File: src/rtl/c3aibadapt_sr_async_launch_bus.sv
// ---------------------------------------------------------------------------
// c3aibadapt_sr_async_launch_bus
//   Launches parallel words onto an async bus. A foreign clock domain captures
//   the bus with a 2-flop synchronizer plus a three-equal-sample check.
//   Every launched word is held unchanged for at least HOLD_CYCLES clk cycles.
//   While a hold is running, one further word can be buffered as pending.
//
// Parameters
//   DWIDTH       bus width in bits
//   RESET_VAL    reset level of every data_out bit (non-zero: all ones)
//   HOLD_CYCLES  minimum hold per launch, 1..255
//
// Ports
//   clk            launch clock
//   rst            synchronous reset, active high
//   data_in        word to launch, sampled when load=1
//   load           single-cycle launch request
//   r_launch_mode  1: a load preempts the running hold, 0: a load is buffered
//   data_out       async bus, registered, all bits change in one stage
//   busy           hold window active or pending word waiting
//   launch_done    1-cycle pulse when a hold expires with nothing left to send
//   overrun        1-cycle pulse when an unsent pending word is overwritten
// ---------------------------------------------------------------------------
module c3aibadapt_sr_async_launch_bus #(
  parameter int unsigned DWIDTH      = 2,
  parameter int unsigned RESET_VAL   = 1,
  parameter int unsigned HOLD_CYCLES = 8
) (
  input  logic              clk,
  input  logic              rst,
  input  logic [DWIDTH-1:0] data_in,
  input  logic              load,
  input  logic              r_launch_mode,
  output logic [DWIDTH-1:0] data_out,
  output logic              busy,
  output logic              launch_done,
  output logic              overrun
);

  localparam int unsigned CW = $clog2(HOLD_CYCLES + 1);
  localparam logic [DWIDTH-1:0] RST_WORD = {DWIDTH{RESET_VAL != 0}};
  localparam logic [CW-1:0] CNT_RELOAD = CW'(HOLD_CYCLES - 1);

  typedef enum logic {
    IDLE = 1'b0,
    HOLD = 1'b1
  } state_e;

  state_e            state_q, state_d;
  logic [CW-1:0]     cnt_q, cnt_d;
  logic              pend_q, pend_d;
  logic [DWIDTH-1:0] pend_data_q, pend_data_d;
  logic [DWIDTH-1:0] data_out_q, data_out_d;
  logic              busy_q, busy_d;
  logic              done_q, done_d;
  logic              ovr_q, ovr_d;

  logic              launch;
  logic [DWIDTH-1:0] launch_word;

  // Next-state and output decode
  always_comb begin
    state_d     = state_q;
    cnt_d       = cnt_q;
    pend_d      = pend_q;
    pend_data_d = pend_data_q;
    data_out_d  = data_out_q;
    done_d      = 1'b0;
    ovr_d       = 1'b0;
    launch      = 1'b0;
    launch_word = data_in;

    case (state_q)
      IDLE: begin
        // Counter parks at zero while idle
        cnt_d = '0;
        if (load) begin
          launch = 1'b1;
        end
      end

      HOLD: begin
        if (cnt_q != '0) begin
          cnt_d = cnt_q - CW'(1);
          if (load) begin
            if (r_launch_mode) begin
              // Preempt: new word goes out now and restarts the hold
              launch = 1'b1;
              pend_d = 1'b0;
            end else begin
              pend_data_d = data_in;
              pend_d      = 1'b1;
              ovr_d       = pend_q;
            end
          end
        end else if (pend_q && !(load && r_launch_mode)) begin
          // Hold expired: send the buffered word; a same-cycle load refills the buffer
          launch      = 1'b1;
          launch_word = pend_data_q;
          pend_d      = load;
          if (load) begin
            pend_data_d = data_in;
          end
        end else if (load) begin
          launch = 1'b1;
          pend_d = 1'b0;
        end else begin
          state_d = IDLE;
          done_d  = 1'b1;
        end
      end

      default: begin
        state_d = IDLE;
      end
    endcase

    if (launch) begin
      data_out_d = launch_word;
      cnt_d      = CNT_RELOAD;
      state_d    = HOLD;
    end

    busy_d = (state_d == HOLD) | pend_d;
  end

  // State and output registers
  always_ff @(posedge clk) begin
    if (rst) begin
      state_q     <= IDLE;
      cnt_q       <= '0;
      pend_q      <= 1'b0;
      pend_data_q <= '0;
      data_out_q  <= RST_WORD;
      busy_q      <= 1'b0;
      done_q      <= 1'b0;
      ovr_q       <= 1'b0;
    end else begin
      state_q     <= state_d;
      cnt_q       <= cnt_d;
      pend_q      <= pend_d;
      pend_data_q <= pend_data_d;
      data_out_q  <= data_out_d;
      busy_q      <= busy_d;
      done_q      <= done_d;
      ovr_q       <= ovr_d;
    end
  end

  assign data_out    = data_out_q;
  assign busy        = busy_q;
  assign launch_done = done_q;
  assign overrun     = ovr_q;

endmodule

File: config.mk
export PLATFORM = sky130hd
export DESIGN_NAME = c3aibadapt_sr_async_launch_bus
export DESIGN_NICKNAME = d
export VERILOG_FILES = /design/src/rtl/c3aibadapt_sr_async_launch_bus.sv
export SDC_FILE = /design/constraint.sdc
export NUM_CORES = 1
export LEC_CHECK = 0
export ABC_AREA = 1
export CELL_PAD_IN_SITES_DETAIL_PLACEMENT = 0
export CELL_PAD_IN_SITES_GLOBAL_PLACEMENT = 2
export CORE_UTILIZATION = 25
export CTS_CLUSTER_DIAMETER = 40
export CTS_CLUSTER_SIZE = 28
export DETAILED_ROUTE_END_ITERATION = 10
export PLACE_DENSITY_LB_ADDON = 0.1
export SYNTH_ARGS = -nofsm -noshare
export SYNTH_HDL_FRONTEND = slang
export SYNTH_SLANG_ARGS = --single-unit
File: constraint.sdc
create_clock -name clk -period 1.3 [get_ports clk]
set_clock_uncertainty 0.1 [all_clocks]
set_input_delay 0.13 -clock clk [delete_from_list [all_inputs] [get_ports clk]]
set_output_delay 0.13 -clock clk [all_outputs]
set_load 0.02 [all_outputs]
==> results of run 1 <==
[cells by family after synthesis]
family	after synthesis	share of synthesized area (%)
and+or+nand+nor	55	42.5
DFF	13	40.4
buffers and inverters	12	6.99
AOI/OAI and AO/OA	4	3.49
xor gates and xnor gates	2	2.72
adders and majority gates	2	3.88
[worst max path at each step]
stage                  start              to  slack [ps]  depth (start not counted)
floorplan           cnt_q[0]     data_out[0]          20                          9
global placement        load  pend_data_q[0]        -130                          8
detailed placement      load  pend_data_q[1]        -130                          8
CTS                 cnt_q[1]            busy         -40                          7
global route        cnt_q[0]            busy        -140                          8
finish              cnt_q[0]            busy         -50                          8
[layout make-up]
type,instances,share of cell area [%]
inverters,12,4.98
flip-flops and latches,13,29.0
repair buffers,18,17.0
well taps,30,4.15
clock buffers,4,2.90
multi-input cells,63,41.9
[layer usage]
metal | up-vias | wire length, um | track usage [%]
li1 | 325 | - | -
met5 | - | 0 | 0
met4 | 0 | 10 | 6.58
met1 | 283 | 697 | 16.8
met3 | 2 | 59 | 2.90
met2 | 6 | 718 | 20.7
[through the flow]
| stage | setup WS [ps] | hold slack, ps | power [mW] | utilization (%) | area (um^2) |
|---|---|---|---|---|---|
| floorplan | 23.8 | 99.1 | 0.688 | - | 644 |
| global placement | -125 | 360 | 0.819 | 33.7 | 827 |
| detailed placement | -127 | 353 | 0.814 | 33.7 | 827 |
| CTS | -37.8 | 356 | 1.10 | 35.9 | 882 |
| global route | -137 | 370 | 1.19 | 36.9 | 905 |
| finish | -53.5 | 361 | 1.11 | 36.9 | 905 |
[worst max-delay path, stage by stage (launching register included)]
cell,delay (ps)
dfxtp_2,330
inv_2,70
ha_4,150
nand2_4,50
nor2_4,180
buf_4,160
nand2_2,60
nand2_2,70
nand3_1,70
[power breakdown]
part           total (mW)  leakage (nW)  internal, mW  switching [mW]
Clock               0.258        0.0150         0.119           0.139
Combinational       0.379         0.291         0.164           0.215
Sequential          0.469         0.108         0.441          0.0281
Total                1.11         0.414         0.724           0.382
[registers in the layout (all words and copies together) (netlist names)]
| signal | count |
|---|---|
| busy | 1 |
| cnt_q | 4 |
| data_out | 2 |
| launch_done | 1 |
| overrun | 1 |
| pend_data_q | 2 |
| pend_q | 1 |
| state_q | 1 |
[cells in the mapped netlist]
master / n / share of area (%)
o21ai_0: 1 / 0.78
inv_1: 9 / 5.2
nand3_1: 14 / 11
nor2_4: 2 / 3.5
ha_1: 2 / 3.9
nor2_1: 7 / 4.1
nor2_2: 1 / 0.97
xor2_1: 1 / 1.4
nand2_2: 3 / 2.9
nor3_1: 1 / 0.78
nand4_1: 1 / 0.97
dfxtp_1: 13 / 40
inv_2: 3 / 1.7
nor3_2: 1 / 1.6
nand2_1: 22 / 13
nand3_2: 2 / 3.1
xnor2_1: 1 / 1.4
o211ai_1: 1 / 1.2
nor4_1: 1 / 0.97
a21oi_1: 2 / 1.6
[timing repair]
item | CTS | global route
setup endpoints to repair | 16 | 10
pin swaps | 4 | 8
setup buffers | 1 | 1
resized for setup | 15 | 4
==> metrics.cfg, run 1 <==
[clocking]
cts_max_level = 1
clock_latency_ps = 270
clockBufferDepth = 2
ctsRootBufferMaster = clkbuf_4
cts_hold_buf = 0
cts.sinks = 13
cts_buffers = 3
clk_pin_slew_ps = 90
cts_tree = yes

[placed_design]
place.gp.congestion = 0.743
dp.cells = 134
dpl.hpwl_mm = 1.16
port_buffers = 10

[status]
violations = setup timing
outcome = complete, but fails checks

[yosys]
ys_types = 20
ys_ff_latch = 13
syn_area_um2 = 644
syn_nets = 96
syn-instance-count = 88
synth_area_per_cell_um2 = 7.32
ys_warn_count = 0
yosysSeqAreaShare_pct = 40.4

[sta]
rsz0062_at_grt = true
drv_slew = 0
worstMarginPinSlew_ps = 207
slew_headroom_pct = 86.1
fin_ws_ps = -53.5
fmax_ghz = 0.739
min_period_ps = 1350
fin_tns_setup_ps = -96.7
hold_viol = 0
setup_viol_count_final = 4
finalCritPeriodShare_pct = 104

[global_route]
overflow = 0
grtUsageTotal_pct = 13.2
grt_max_degree = 9
grt_pass1_wl_mm = 2.64
antenna_found_initial = 0
grt_pass1_vias = 614

[route]
vias = 616
first_pass_iters = 4
vias_per_cell = 4.40
drc = 0
post_drt_wl_per_cell_um = 10.6
ant_nets = 0
drtIter0Drc = 8
wl_mm = 1.49

[layout]
layout_commonest_cell = nand2_1
areaGrowthSynthToFinish_pct = 40.4
instances_no_fill = 140
layout-drive-gt1-share_pct = 31.8
diodes = 0
fillers = 275
register_area_um2 = 263
fin_nets = 119
layout_common_cells = nand2_1 (17), nand3_1 (12), dfxtp_1 (11)
multi_input_area_um2 = 379

[die]
die_w_um = 52.8
coreArea_um2 = 2450
start_util_pct = 26.2
num_io_pins = 11
die_h_um = 52.8
rows = 18
die_area_um2 = 2780

[worst_setup_path]
crit_fanout = 7
reg2reg_slack_ps = -50
rr_startpoint = cnt_q[0]
reg2reg_depth = 8
worstSetupPathType = reg2reg
endpoint_kind = register
startpoint_type = register
critPathArrivalTime_ps = 1420
required_ps = 1370
r2r-end = busy

[run]
cap_violations = 0

[power_and_ir_drop]
p_leak_nw = 0.414
power.density_nw_per_um2 = 1220
ir_drop_uv = 568

[worst_hold_path]
min_path_type = in2reg
min_path_cells = 3
whs_endpoint = pend_data_q[0]
min-delay-start = data_in[0]

(Power assumes the default switching activity.)
==> run 2: changes to the inputs <==
Settings changed: ABC_AREA 1 to 0, CORE_UTILIZATION 25 to 27, CTS_CLUSTER_DIAMETER 40 to 150.
==> run 2 against run 1 <==
Effect of this change:
- the run still ends with setup timing left
- sequential cell count is the same
- via count grew 1.1%
- sequential power shrank 6.2%
- synthesized cell count shrank 24%
- area after synthesis shrank 3.3%
- design area grew 23%
- critical path type unchanged
- critical endpoint is now cnt_q[1]
- largest power group unchanged
==> metrics.cfg, run 2 <==
[die]
die_area_um2 = 2500  ; was 2780 um^2
die_w_um = 50.0  ; was 52.8 um
rows = 17  ; was 18
coreArea_um2 = 2190  ; was 2450 um^2
start_util_pct = 28.4  ; was 26.2%
die_h_um = 50.0  ; was 52.8 um
num_io_pins = 11  ; unchanged

[worst_setup_path]
cp_cell_sequence = inv_2 -> ha_4 -> buf_4 -> or4b_4 -> a21oi_4 -> a21o_1 -> a21oi_1  ; was inv_2 -> ha_4 -> nand2_4 -> nor2_4 -> buf_4 -> nand2_2 -> nand2_2 -> nand3_1
max_stage_delay_ps = 540  ; was 330 ps
required_ps = 1380  ; was 1370 ps
crit_fanout = 5  ; was 7
worst_path_dominant_cell_family = simple AND/OR/NAND/NOR gates  ; unchanged
slowest_stage = or4b_4  ; was dfxtp_2
reg2reg_depth = 7  ; was 8
worst-path-buf-inv = 2  ; unchanged
endpoint_kind = register  ; unchanged
startpoint_type = register  ; unchanged
worstSetupPathType = reg2reg  ; unchanged
critPathArrivalTime_ps = 1790  ; was 1420 ps
cp.depth = 7  ; was 8

[layout]
fillers = 218  ; was 275
layout-drive-gt1-share_pct = 53.3  ; was 31.8%
layout_commonest_cell = buf_4  ; was nand2_1
fin_nets = 114  ; was 119
layout_common_cells = buf_4 (23), dfxtp_1 (10), nor2_1 (6)  ; was nand2_1 (17), nand3_1 (12), dfxtp_1 (11)
areaGrowthSynthToFinish_pct = 78.9  ; was 40.4%
design_area_um2 = 1110  ; was 905 um^2
diodes = 0  ; unchanged
regMostFlops = cnt_q  ; unchanged
largest_register_ffs = 4  ; unchanged
instances_no_fill = 133  ; was 140

[yosys]
synth_top_area_share_pct = 41.8  ; was 40.4%
yosys.area.top_type = dfxtp_1  ; unchanged
syn-instance-count = 67  ; was 88
synth_edf_count = 0  ; unchanged
ys.flop_type = dfxtp_1  ; unchanged
syn_area_um2 = 623  ; was 644 um^2
async_flop_share_pct = 0  ; unchanged
yosysMostFrequentCell = dfxtp_1  ; was nand2_1
synth_common_cells = dfxtp_1 (13), a21oi_1 (8), nor2_1 (8)  ; was nand2_1 (22), nand3_1 (14), dfxtp_1 (13)
yosysSeqAreaShare_pct = 41.8  ; was 40.4%
syn_nets = 75  ; was 96
synth_area_per_cell_um2 = 9.30  ; was 7.32 um^2
ys_types = 28  ; was 20
ys_ff_latch = 13  ; unchanged
ys_warn_count = 0  ; unchanged
netlist_top_cells_area = dfxtp_1 (42%), a21oi_1 (6.4%), mux2i_1 (6.4%)  ; was dfxtp_1 (40%), nand2_1 (13%), nand3_1 (11%)

[route]
drtIter0Drc = 11  ; was 8
post_drt_wl_per_cell_um = 12.9  ; was 10.6 um
met1_length_um = 819  ; was 697 um
ant_nets = 0  ; unchanged
vias = 623  ; was 616
first_pass_iters = 4  ; unchanged
wl_met2_um = 817  ; was 718 um
met3_length_um = 42  ; was 59 um
vias_per_cell = 4.68  ; was 4.40
drc = 0  ; unchanged
top_layer = met4  ; unchanged
wl_mm = 1.72  ; was 1.49 mm

[power_and_ir_drop]
seq_power_share_pct = 38.8  ; was 42.4%
p_int_mw = 0.787  ; was 0.724 mW
p_sw_mw = 0.346  ; was 0.382 mW
power.density_nw_per_um2 = 1020  ; was 1220 nW/um^2
p_sw_share_pct = 30.5  ; was 34.6%
comb_power_share_pct = 37.9  ; was 34.3%
p_leak_nw = 0.480  ; was 0.414 nW
ir_drop_uv = 525  ; was 568 uV
power_frac_clock_pct = 23.3  ; about the same

[sta]
slew_headroom_pct = 79.7  ; was 86.1%
fmax_ghz = 0.584  ; was 0.739 GHz
min_period_ps = 1710  ; was 1350 ps
drv_slew = 0  ; unchanged
hold_viol = 0  ; unchanged
setup_viol_count_final = 13  ; was 4
finalCritPeriodShare_pct = 132  ; was 104%
hold_slack_ps = 393  ; was 361 ps
rsz0062_at_grt = true  ; unchanged
fin_tns_setup_ps = -4510  ; was -96.7 ps
fin_ws_ps = -412  ; was -53.5 ps
worstMarginPinSlew_ps = 305  ; was 207 ps

[clocking]
cts_buffers = 3  ; unchanged
cts_tree = yes  ; unchanged
clockBufferDepth = 2  ; unchanged
clock_latency_ps = 290  ; was 270 ps
clk_pin_slew_ps = 90  ; about the same
cts.sinks = 13  ; unchanged
ctsRootBufferMaster = clkbuf_4  ; unchanged
cts_max_level = 1  ; unchanged

[global_route]
antenna_found_initial = 0  ; unchanged
grtUsageTotal_pct = 14.5  ; was 13.2%
overflow = 0  ; unchanged
grt_max_degree = 9  ; unchanged
grt_pass1_wl_mm = 2.57  ; was 2.64 mm
grt_pass1_vias = 604  ; was 614

[placed_design]
port_buffers = 10  ; unchanged
dp.cells = 122  ; was 134
dpl.hpwl_mm = 1.14  ; was 1.16 mm
place_area_um2 = 911  ; was 827 um^2
place.gp.congestion = 0.747  ; was 0.743

[worst_hold_path]
min_path_type = in2reg  ; unchanged
min_path_cells = 3  ; unchanged

[run]
cap_violations = 0  ; unchanged

[status]
violations = setup timing  ; unchanged
outcome = complete, but fails checks  ; unchanged

[run 2: changes by cell type after synthesis, sizes merged, moves of 2 or more]
cell and change:
nand2 -24, nand3 -13, inv -9, a21oi +6, mux2i +4, a22oi +3, a21o +2, nor2 -2
nor3b +2
[run 2: worst register-to-register path, delay by kind of cell (launching register included)]
family / cells / cell delay (ps)
simple gates: 1 / 540
buf+inv: 2 / 170
compound gates: 3 / 340
flops: 1 / 330
fa+ha+maj: 1 / 130
[run 2: repair_timing]
item,CTS,global route
resized for setup,19,13
pin swaps,7,4
buffers inserted,2,6
gates cloned,0,0
setup endpoints to repair,18,13
hold buffers,0,0
[run 2: metrics by stage]
stage               util [%]  total power [mW]  setup slack [ps]
finish                  50.9              1.13              -412
floorplan                  -             0.606              -320
global route            50.9              1.20              -476
detailed placement      41.6             0.744              -396
global placement        41.6             0.744              -358
CTS                     46.0              1.06              -407
[run 2: layout make-up]
type,instances,area (um^2),share of cell area (%)
inverters,3,11.3,1.01
multi-input cells,48,467,41.9
well taps,28,35.0,3.14
repair buffers,37,312,27.9
flip-flops and latches,13,264,23.7
clock buffers,4,26.3,2.36
[run 2: power groups by stage]
stage	clock, mW	sequential (mW)	combinational [mW]
global route	0.294	0.443	0.459
detailed placement	0	0.449	0.295
finish	0.264	0.440	0.429
CTS	0.277	0.440	0.341
floorplan	0	0.459	0.146
global placement	0	0.448	0.296
[run 2: worst paths after layout]
kind / from / endpoint / slack, ps
setup reg to reg: cnt_q[1] / cnt_q[1] / -410
setup / recovery: cnt_q[1] / cnt_q[1] / -410
hold / removal: data_in[1] / pend_data_q[1] / 390
hold reg to reg: pend_data_q[0] / pend_data_q[0] / 400
[run 2: cell families after synthesis]
family                     share of synthesized area (%)
muxes                                               6.43
and+or+nand+nor                                     21.7
buffers and inverters                               6.22
AOI/OAI and AO/OA                                   18.5
DFF                                                 41.8
adders and majority gates                           4.02
xor gates and xnor gates                            1.41
[run 2: metal layers]
layer,vias up,global-route usage (%)
met2,8,21.6
met5,-,0
met1,294,18.0
li1,317,-
met3,4,3.70
met4,0,10.0
